$ cat src/rtl/useq_fifo_arb.sv
// Round-robin arbiter that funnels NREQ host requesters onto one useq mailbox FIFO port.
// Latency: push strobe 1 cycle after the decision cycle; pop response 3 cycles after it.
// Backpressure: req_ready is a one-cycle grant; pushes wait while the shadow level is full.
module useq_fifo_arb #(
    parameter int NREQ       = 4,
    parameter int FIFO_DEPTH = 4,
    parameter int MIN_GAP    = 1
) (
    input  logic                          clk,
    input  logic                          rst,
    input  logic [NREQ-1:0]               req_valid,
    input  logic [NREQ-1:0]               req_write,
    input  logic [8*NREQ-1:0]             req_data,
    output logic [NREQ-1:0]               req_ready,
    output logic                          rsp_valid,
    output logic [7:0]                    rsp_data,
    output logic [$clog2(NREQ)-1:0]       rsp_id,
    output logic                          rsp_err,
    output logic                          read_fifo,
    output logic                          write_fifo,
    output logic [7:0]                    fifo_in,
    input  logic [7:0]                    fifo_out,
    input  logic                          fifo_empty,
    output logic [$clog2(FIFO_DEPTH)-1:0] level,
    output logic                          busy
);

    localparam int IDW = $clog2(NREQ);
    localparam int LW  = $clog2(FIFO_DEPTH);
    localparam logic [LW-1:0] LVL_MAX  = LW'(FIFO_DEPTH - 1);
    localparam logic [3:0]    GAP_LOAD = (MIN_GAP == 0) ? 4'd0 : 4'(MIN_GAP - 1);

    typedef enum logic [1:0] {IDLE, STROBE, RDCAP, GAP} state_t;

    // With no gap requested, a finished transaction returns straight to IDLE.
    localparam state_t AFTER_XFER = (MIN_GAP == 0) ? IDLE : GAP;

    state_t          state, state_nxt;
    logic [IDW-1:0]  ptr, ptr_nxt;
    logic [IDW-1:0]  win, win_nxt;
    logic            dir_wr, dir_wr_nxt;
    logic [3:0]      gap_cnt, gap_cnt_nxt;
    logic [LW-1:0]   level_nxt;
    logic [NREQ-1:0] req_ready_nxt;
    logic            rsp_valid_nxt, rsp_err_nxt, read_fifo_nxt, write_fifo_nxt, busy_nxt;
    logic [7:0]      rsp_data_nxt, fifo_in_nxt;
    logic [IDW-1:0]  rsp_id_nxt;

    logic [LW-1:0]   eff_level;
    logic [NREQ-1:0] eligible;
    logic            found;
    logic [IDW-1:0]  pick;
    logic [IDW:0]    idx;

    // Eligibility and round-robin search starting just after the last winner.
    // An empty useq FIFO means the shadow level is stale, so decide on zero.
    always_comb begin
        eff_level = fifo_empty ? '0 : level;
        eligible  = req_valid & ~(req_write & {NREQ{eff_level == LVL_MAX}});
        found     = 1'b0;
        pick      = '0;
        idx       = '0;
        for (int k = 1; k <= NREQ; k++) begin
            idx = {1'b0, ptr} + (IDW+1)'(k);
            if (idx >= (IDW+1)'(NREQ)) idx = idx - (IDW+1)'(NREQ);
            if (!found && eligible[idx[IDW-1:0]]) begin
                found = 1'b1;
                pick  = idx[IDW-1:0];
            end
        end
    end

    // Next-state and next-output logic; every output is registered below.
    always_comb begin
        state_nxt      = state;
        ptr_nxt        = ptr;
        win_nxt        = win;
        dir_wr_nxt     = dir_wr;
        gap_cnt_nxt    = gap_cnt;
        level_nxt      = level;
        req_ready_nxt  = '0;
        read_fifo_nxt  = 1'b0;
        write_fifo_nxt = 1'b0;
        rsp_valid_nxt  = 1'b0;
        rsp_err_nxt    = 1'b0;
        rsp_data_nxt   = rsp_data;
        rsp_id_nxt     = rsp_id;
        fifo_in_nxt    = fifo_in;
        case (state)
            IDLE: begin
                if (fifo_empty) level_nxt = '0;
                if (found) begin
                    ptr_nxt       = pick;
                    win_nxt       = pick;
                    dir_wr_nxt    = req_write[pick];
                    fifo_in_nxt   = req_data[8*pick +: 8];
                    req_ready_nxt = NREQ'(1) << pick;
                    if (req_write[pick]) begin
                        write_fifo_nxt = 1'b1;
                        state_nxt      = STROBE;
                    end else if (eff_level != '0) begin
                        read_fifo_nxt = 1'b1;
                        state_nxt     = STROBE;
                    end else begin
                        // Pop on empty: answer with an error, never touch the useq.
                        rsp_valid_nxt = 1'b1;
                        rsp_err_nxt   = 1'b1;
                        rsp_data_nxt  = 8'h00;
                        rsp_id_nxt    = pick;
                        state_nxt     = AFTER_XFER;
                        gap_cnt_nxt   = GAP_LOAD;
                    end
                end
            end
            STROBE: begin
                if (dir_wr) begin
                    level_nxt   = (level == LVL_MAX) ? level : level + LW'(1);
                    state_nxt   = AFTER_XFER;
                    gap_cnt_nxt = GAP_LOAD;
                end else begin
                    level_nxt = (level == '0) ? level : level - LW'(1);
                    state_nxt = RDCAP;
                end
            end
            RDCAP: begin
                // fifo_out was advanced by the useq at the end of the strobe cycle.
                rsp_valid_nxt = 1'b1;
                rsp_data_nxt  = fifo_out;
                rsp_id_nxt    = win;
                state_nxt     = AFTER_XFER;
                gap_cnt_nxt   = GAP_LOAD;
            end
            GAP: begin
                if (gap_cnt == 4'd0) state_nxt = IDLE;
                else gap_cnt_nxt = gap_cnt - 4'd1;
            end
            default: state_nxt = IDLE;
        endcase
        busy_nxt = (state_nxt != IDLE);
    end

    // State, shadow level and registered outputs.
    always_ff @(posedge clk or posedge rst) begin
        if (rst) begin
            state      <= IDLE;
            ptr        <= IDW'(NREQ - 1);
            win        <= '0;
            dir_wr     <= 1'b0;
            gap_cnt    <= 4'd0;
            level      <= '0;
            req_ready  <= '0;
            read_fifo  <= 1'b0;
            write_fifo <= 1'b0;
            rsp_valid  <= 1'b0;
            rsp_err    <= 1'b0;
            rsp_data   <= 8'h00;
            rsp_id     <= '0;
            fifo_in    <= 8'h00;
            busy       <= 1'b0;
        end else begin
            state      <= state_nxt;
            ptr        <= ptr_nxt;
            win        <= win_nxt;
            dir_wr     <= dir_wr_nxt;
            gap_cnt    <= gap_cnt_nxt;
            level      <= level_nxt;
            req_ready  <= req_ready_nxt;
            read_fifo  <= read_fifo_nxt;
            write_fifo <= write_fifo_nxt;
            rsp_valid  <= rsp_valid_nxt;
            rsp_err    <= rsp_err_nxt;
            rsp_data   <= rsp_data_nxt;
            rsp_id     <= rsp_id_nxt;
            fifo_in    <= fifo_in_nxt;
            busy       <= busy_nxt;
        end
    end

endmodule

$ cat config.mk
export PLATFORM = sky130hd
export DESIGN_NAME = useq_fifo_arb
export DESIGN_NICKNAME = d
export VERILOG_FILES = /design/src/rtl/useq_fifo_arb.sv
export SDC_FILE = /design/constraint.sdc
export NUM_CORES = 1
export LEC_CHECK = 0
export CORE_AREA = 10 10 92 74
export DETAILED_ROUTE_END_ITERATION = 10
export DIE_AREA = 0 0 102 84
export PLACE_DENSITY = 0.87
export SLEW_MARGIN = 25
export SYNTH_ARGS = -nofsm -noshare
export SYNTH_HDL_FRONTEND = slang
export SYNTH_SLANG_ARGS = --single-unit
export TNS_END_PERCENT = 50
$ cat constraint.sdc
create_clock -name clk -period 3.3 [get_ports clk]
set_clock_uncertainty 0.2 [all_clocks]
set_input_delay 0.33 -clock clk [delete_from_list [all_inputs] [get_ports clk]]
set_output_delay 0.33 -clock clk [all_outputs]
set_load 0.02 [all_outputs]
======== Yosys cells after proc, flatten, opt, wreduce, memory -nomap -nowiden ========
Index checks and enable logic that the tools add are counted.
word-level totals
  flip-flop bits (word level) ............. 40
  input port bits ......................... 51
operators by class
  add/subtract/negate cells ............... 11
  order comparisons ....................... 9
  equal/unequal tests ..................... 12
  shift-type cells ........................ 2
  multiplexer cells ....................... 61
  bitwise operators ....................... 3
  reduce and logical (&&, ||, !) cells .... 17
operators with widths
  kind                                                      count
  two-way mux 2 bit                                         19
  indexed part select 32 x 6 -> 8 bit                       1
  two-way mux 4 bit                                         7
  two-way mux 8 bit                                         3
  two-way mux 1 bit                                         21
  one-hot mux 4 bit (4 select lines)                        1
  one-hot mux 8 bit (2 select lines)                        1
  < comparator 2 x 3 -> 1 bit, second input constant        5
  greater-or-equal comparator 3 bit, second input constant  4
  binary-select mux 1 bit (select 2 bit)                    5
  != test 2 bit, second input constant                      5
  subtractor 2 x 1 -> 2 bit, second input constant          5
  bitwise AND 4 bit                                         2
  == test 2 bit, second input constant                      4
  one-hot mux 2 bit (2 select lines)                        2
  one-hot mux 2 bit (4 select lines)                        1
  nonzero test 2 bit                                        4
  adder 2 x 2 -> 3 bit, second input constant               2
  != test 3 bit, second input constant                      2
  AND reduction 5 bit                                       1
  logical NOT 2 bit                                         2
  logical NOT 4 bit                                         1
  NOT 4 bit                                                 1
  AND reduction 4 bit                                       1
  other kinds (11)                                          15

======== Depth between registers and ports, before layout ========
  word-level depth ........................ 23
  gate-level depth with buffers ........... 10
  mapped depth without buffers ............ 7

======== Least setup slack after synthesis ========
OpenSTA, ideal clock, no wires.
  kind .................................... reg2reg
  from .................................... reg level[1]
  to ...................................... reg rsp_id[0]
  data arrival time ....................... 2.628 ns
  required time ........................... 3.030 ns
  setup slack ............................. 0.402 ns
  cell stages (with the launch flop) ...... 10
  path through ............................ dfrtp_1 > buf_4 > and4b_1 > a2111oi_0 > a211o_1 > a21o_1 > buf_6 > mux4_2 > or4_1 > nand3_1
on the way
  cells in the longest elaborated chain, start to end .. 21
  elaborated cells on any way between the ends .. 38
  classes of those cells .................. eq/ne: 4; mux: 23; bitwise: 3; reduce/logical: 8
RTL lines
  what                                                                                        line     RTL
  from (decl)                                                                                 24       output logic [$clog2(FIFO_DEPTH)-1:0] level,
  from (signal assigned)                                                                      166      level <= level_nxt;
  two-way mux 2 bit *                                                                         n/a
  == test 2 bit                                                                               59       eligible = req_valid & ~(req_write & {NREQ{eff_level == LVL_MAX}});
  bitwise AND 4 bit                                                                           59
  NOT 4 bit                                                                                   59
  bitwise AND 4 bit                                                                           59
  binary-select mux 1 bit (select 2 bit)                                                      66       if (!found && eligible[idx[IDW-1:0]]) begin
  two-way mux 1 bit (not written as such)                                                     66
  two-way mux 1 bit                                                                           66
  [5 not listed]                                                                              n/a
  two-way mux 1 bit                                                                           66
  logical NOT 1 bit                                                                           66
  logical AND 1 bit                                                                           66
  two-way mux 2 bit                                                                           66
  binary-select mux 1 bit (select 2 bit) / two-way mux 2 bit (equally long branches)          98, 101
  two-way mux 1 bit (not written as such) / two-way mux 2 bit (equally long branches)         98       if (req_write[pick]) begin
  != test 2 bit (no line) / two-way mux 2 bit (equally long branches)                         n/a
  AND reduction 4 bit (no line) / one-hot mux 2 bit (2 select lines) (equally long branches)  n/a
  to (signal assigned)                                                                        173      rsp_id <= rsp_id_nxt;
  to (decl)                                                                                   17       output logic [$clog2(NREQ)-1:0] rsp_id,
Mark *: on every way between the ends. The rest lies on a longest branch, timed or not. The select of a mux whose other input is x is not followed.
A chain may end at the register's enable or synchronous reset.

======== Worst setup path in the final report ========
  from .................................... in fifo_empty
  to ...................................... reg rsp_id[0]
on the way
  cells in the longest elaborated chain, start to end .. 21
  elaborated cells on any way between the ends .. 38
  classes of those cells .................. eq/ne: 4; mux: 23; bitwise: 3; reduce/logical: 8
RTL lines
  what                                                                                        line     RTL
  from (decl)                                                                                 23       input logic fifo_empty,
  two-way mux 2 bit *                                                                         n/a
  == test 2 bit                                                                               59
  bitwise AND 4 bit                                                                           59
  NOT 4 bit                                                                                   59
  bitwise AND 4 bit                                                                           59
  binary-select mux 1 bit (select 2 bit)                                                      66
  two-way mux 1 bit (not written as such)                                                     66
  two-way mux 1 bit                                                                           66
  [5 not listed]                                                                              n/a
  two-way mux 1 bit                                                                           66
  logical NOT 1 bit                                                                           66
  logical AND 1 bit                                                                           66
  two-way mux 2 bit                                                                           66
  binary-select mux 1 bit (select 2 bit) / two-way mux 2 bit (equally long branches)          98, 101
  two-way mux 1 bit (not written as such) / two-way mux 2 bit (equally long branches)         98
  != test 2 bit (no line) / two-way mux 2 bit (equally long branches)                         n/a
  AND reduction 4 bit (no line) / one-hot mux 2 bit (2 select lines) (equally long branches)  n/a
Marks and branches as above.

==> results.py <==
metrics = {
    "outcome": {
        "status": "complete, no violations",
    },
    "final_layout": {
        "fin_cells": 367,
        "num_antenna_cells": 0,
        "fin_area_um2": 3131,
        "nets": 357,
        "synthToLayoutAreaGrowth_pct": 43.05,
        "n_fill_cell": 438,
        "final_core_util_pct": 61.11,
        "drive_gt1_share_pct": 9.508,
    },
    "power": {
        "p_leak_nw": 1.347,
        "ir_drop_mv": 0.5315,
        "cellPowerDensity_nw_per_um2": 823.6,
    },
    "place": {
        "hpwl_um": 4650,
        "place.port_buffers": 79,
        "dpl_cell_area_um2": 3049,
        "gp_congestion": 0.8840,
        "dp.cells": 359,
    },
    "routing": {
        "ant_nets": 0,
        "firstDrtPassIters": 4,
        "vias_per_cell": 5.398,
        "post_drt_wl_per_cell_um": 16.54,
        "wl_um": 6069,
        "route.detailed.drc": 0,
        "drt_iter0_markers": 178,
        "vias": 1981,
    },
    "clocking": {
        "clock_latency_ns": 0.29,
        "numCtsBuffers": 5,
        "cts_setup_buffers": 0,
        "htree_levels": 2,
        "cts_tree": "yes",
        "clock_path_buffers": 2,
        "hold_buffers": 0,
        "cts-resized-gates": 0,
        "cts.sinks": 40,
        "cts-root-buf": "clkbuf_8",
        "path_clk_slew_ns": 0.07,
    },
    "yosys": {
        "yosysMostFrequentCell": "dfrtp_1",
        "synth_common_cells": "dfrtp_1, nand2_1, o21ai_0",
        "synth_top_area_share_pct": 43.45,
        "async_flop_share_pct": 100.0,
        "synth-seq-cells": 40,
        "netlist_area_um2": 2188,
        "yosys.area.top_type": "dfrtp_1",
        "synth_fp_nets": 277,
        "synth_flop_cell": "dfrtp_1",
        "synth_seq_area_share_pct": 45.85,
        "synth_cell_type_count": 41,
        "syn_inst": 224,
        "synth_edf_count": 0,
        "synth.avg_cell_area_um2": 9.769,
        "yosys-top-cells-area": "dfrtp_1, mux2i_1, o21ai_0, nand2_1, a22oi_1",
        "yosysWarnings": 0,
    },
    "worst_setup_path": {
        "r2r_start": "level[0]",
        "critPathKind": "input pin to flip-flop",
        "critPathRequiredTime_ns": 3.32,
        "r2r_end": "rsp_id[0]",
        "startpoint_type": "input pin",
        "cp-end-kind": "flip-flop",
        "rrSetupSlack_ns": 0.36,
        "cp_max_fo": 9,
        "ff2ff_path_depth": 7,
        "worstPathArrival_ns": 2.98,
    },
    "sta": {
        "tightestPinTransition_ns": 0.9264,
        "slew_headroom_pct": 38.12,
        "setup_violations": 0,
        "final.period_utilization_pct": 89.48,
        "rsz0062_at_grt": "no",
        "fmax_mhz": 338.7,
        "final_max_slew_viol_count": 0,
        "final.setup.tns_ns": 0,
        "hold_violations": 0,
        "min_period_ns": 2.953,
        "holdWs_ns": 0.1860,
    },
    "floorplan": {
        "die_w_um": 102,
        "core.rowCount": 23,
        "start_util_pct": 42.72,
        "die_area_um2": 8568,
        "core_um2": 5122,
        "fp.dieH_um": 84,
        "pin_count": 80,
    },
    "global_routing": {
        "antenna_found_initial": 0,
        "grt_overflow": 0,
        "grt_pass1_vias": 2075,
        "track_usage_pct": 14.76,
        "grt_max_degree": 27,
        "grt_pass1_wl_um": 10170,
    },
    "job": {
        "max_cap_violations": 0,
    },
    "worst_hold_path": {
        "hold_path_class": "input pin to asynchronous set/reset pin",
    },
}
[worst max-delay path by stage]
stage                     depth (start not counted)        from        end  slack (ns)
after detailed placement                          8  fifo_empty  rsp_id[0]        0.07
after floorplan                                   9    level[1]  rsp_id[0]        0.40
after CTS                                         7    level[0]  rsp_id[0]        0.37
after global placement                            8  fifo_empty  rsp_id[0]        0.12
after global routing                              7    level[0]  rsp_id[0]        0.17
final                                             8  fifo_empty  rsp_id[0]        0.35
[per-layer routing]
| layer | vias to the layer above | share of wire, % | global-route usage [%] |
|---|---|---|---|
| met5 | - | 0 | 0 |
| met4 | 0 | 1.1 | 3.836 |
| met3 | 6 | 8.0 | 6.540 |
| met2 | 63 | 46 | 22.54 |
| met1 | 946 | 45 | 18.38 |
| li1 | 966 | - | - |
[per-stage QoR]
step                worst slack (ns)  total power [mW]
CTS                           0.3662             2.602
global route                  0.1712             2.792
finish                        0.3473             2.578
detailed placement           0.06894             2.283
global placement              0.1246             2.236
floorplan                     0.4022             1.765
[layout by cell type, fill, tap and decap left out, types with 8 or more instances in the layout]
| cell type | netlist | final |
|---|---|---|
| mux2i_1 | 18 | 18 |
| o21ai_0 | 24 | 24 |
| buf_4 | 2 | 9 |
| mux2_2 | 8 | 8 |
| nand2_1 | 31 | 31 |
| nor2_1 | 8 | 8 |
| clkdlybuf4s50_1 | 0 | 79 |
| dfrtp_1 | 38 | 38 |
| a22oi_1 | 12 | 12 |
[logic make-up after synthesis]
| kind of cell | synth area share (%) |
|---|---|
| buf+inv | 4.631 |
| fa+ha+maj | 1.143 |
| flops | 45.85 |
| compound gates | 18.81 |
| mux | 13.38 |
| simple gates | 16.18 |
[layout make-up]
type	count	area (um2)	area share [%]
clock inverters	1	5.005	0.1599
flip-flops and latches	40	1003	32.05
inverters	7	26.28	0.8393
repair buffers	88	858.3	27.42
clock buffers	7	76.32	2.438
well taps	62	77.57	2.478
multi-input cells	162	1084	34.61
[state kept, by name (all words and copies together) (netlist names)]
name,flops
write_fifo,1
rsp_err,1
req_ready,4
rsp_valid,1
ptr,2
win,2
busy,1
read_fifo,1
rsp_id,2
state,2
gap_cnt,4
dir_wr,1
level,2
rsp_data,8
fifo_in,8
[power breakdown]
part | switching [mW] | internal, mW
logic | 0.692 | 0.696
clock network | 0.162 | 0.148
registers | 0.184 | 0.696
[critical path: stages]
cell	delay (ns)
clkdlybuf4s50_1	0.47
nand4b_1	0.27
a2111oi_0	0.43
a211o_1	0.15
a21o_1	0.12
mux4_2	0.61
or4_1	0.50
nand3_1	0.09
Power figures use the tool's default switching activity.
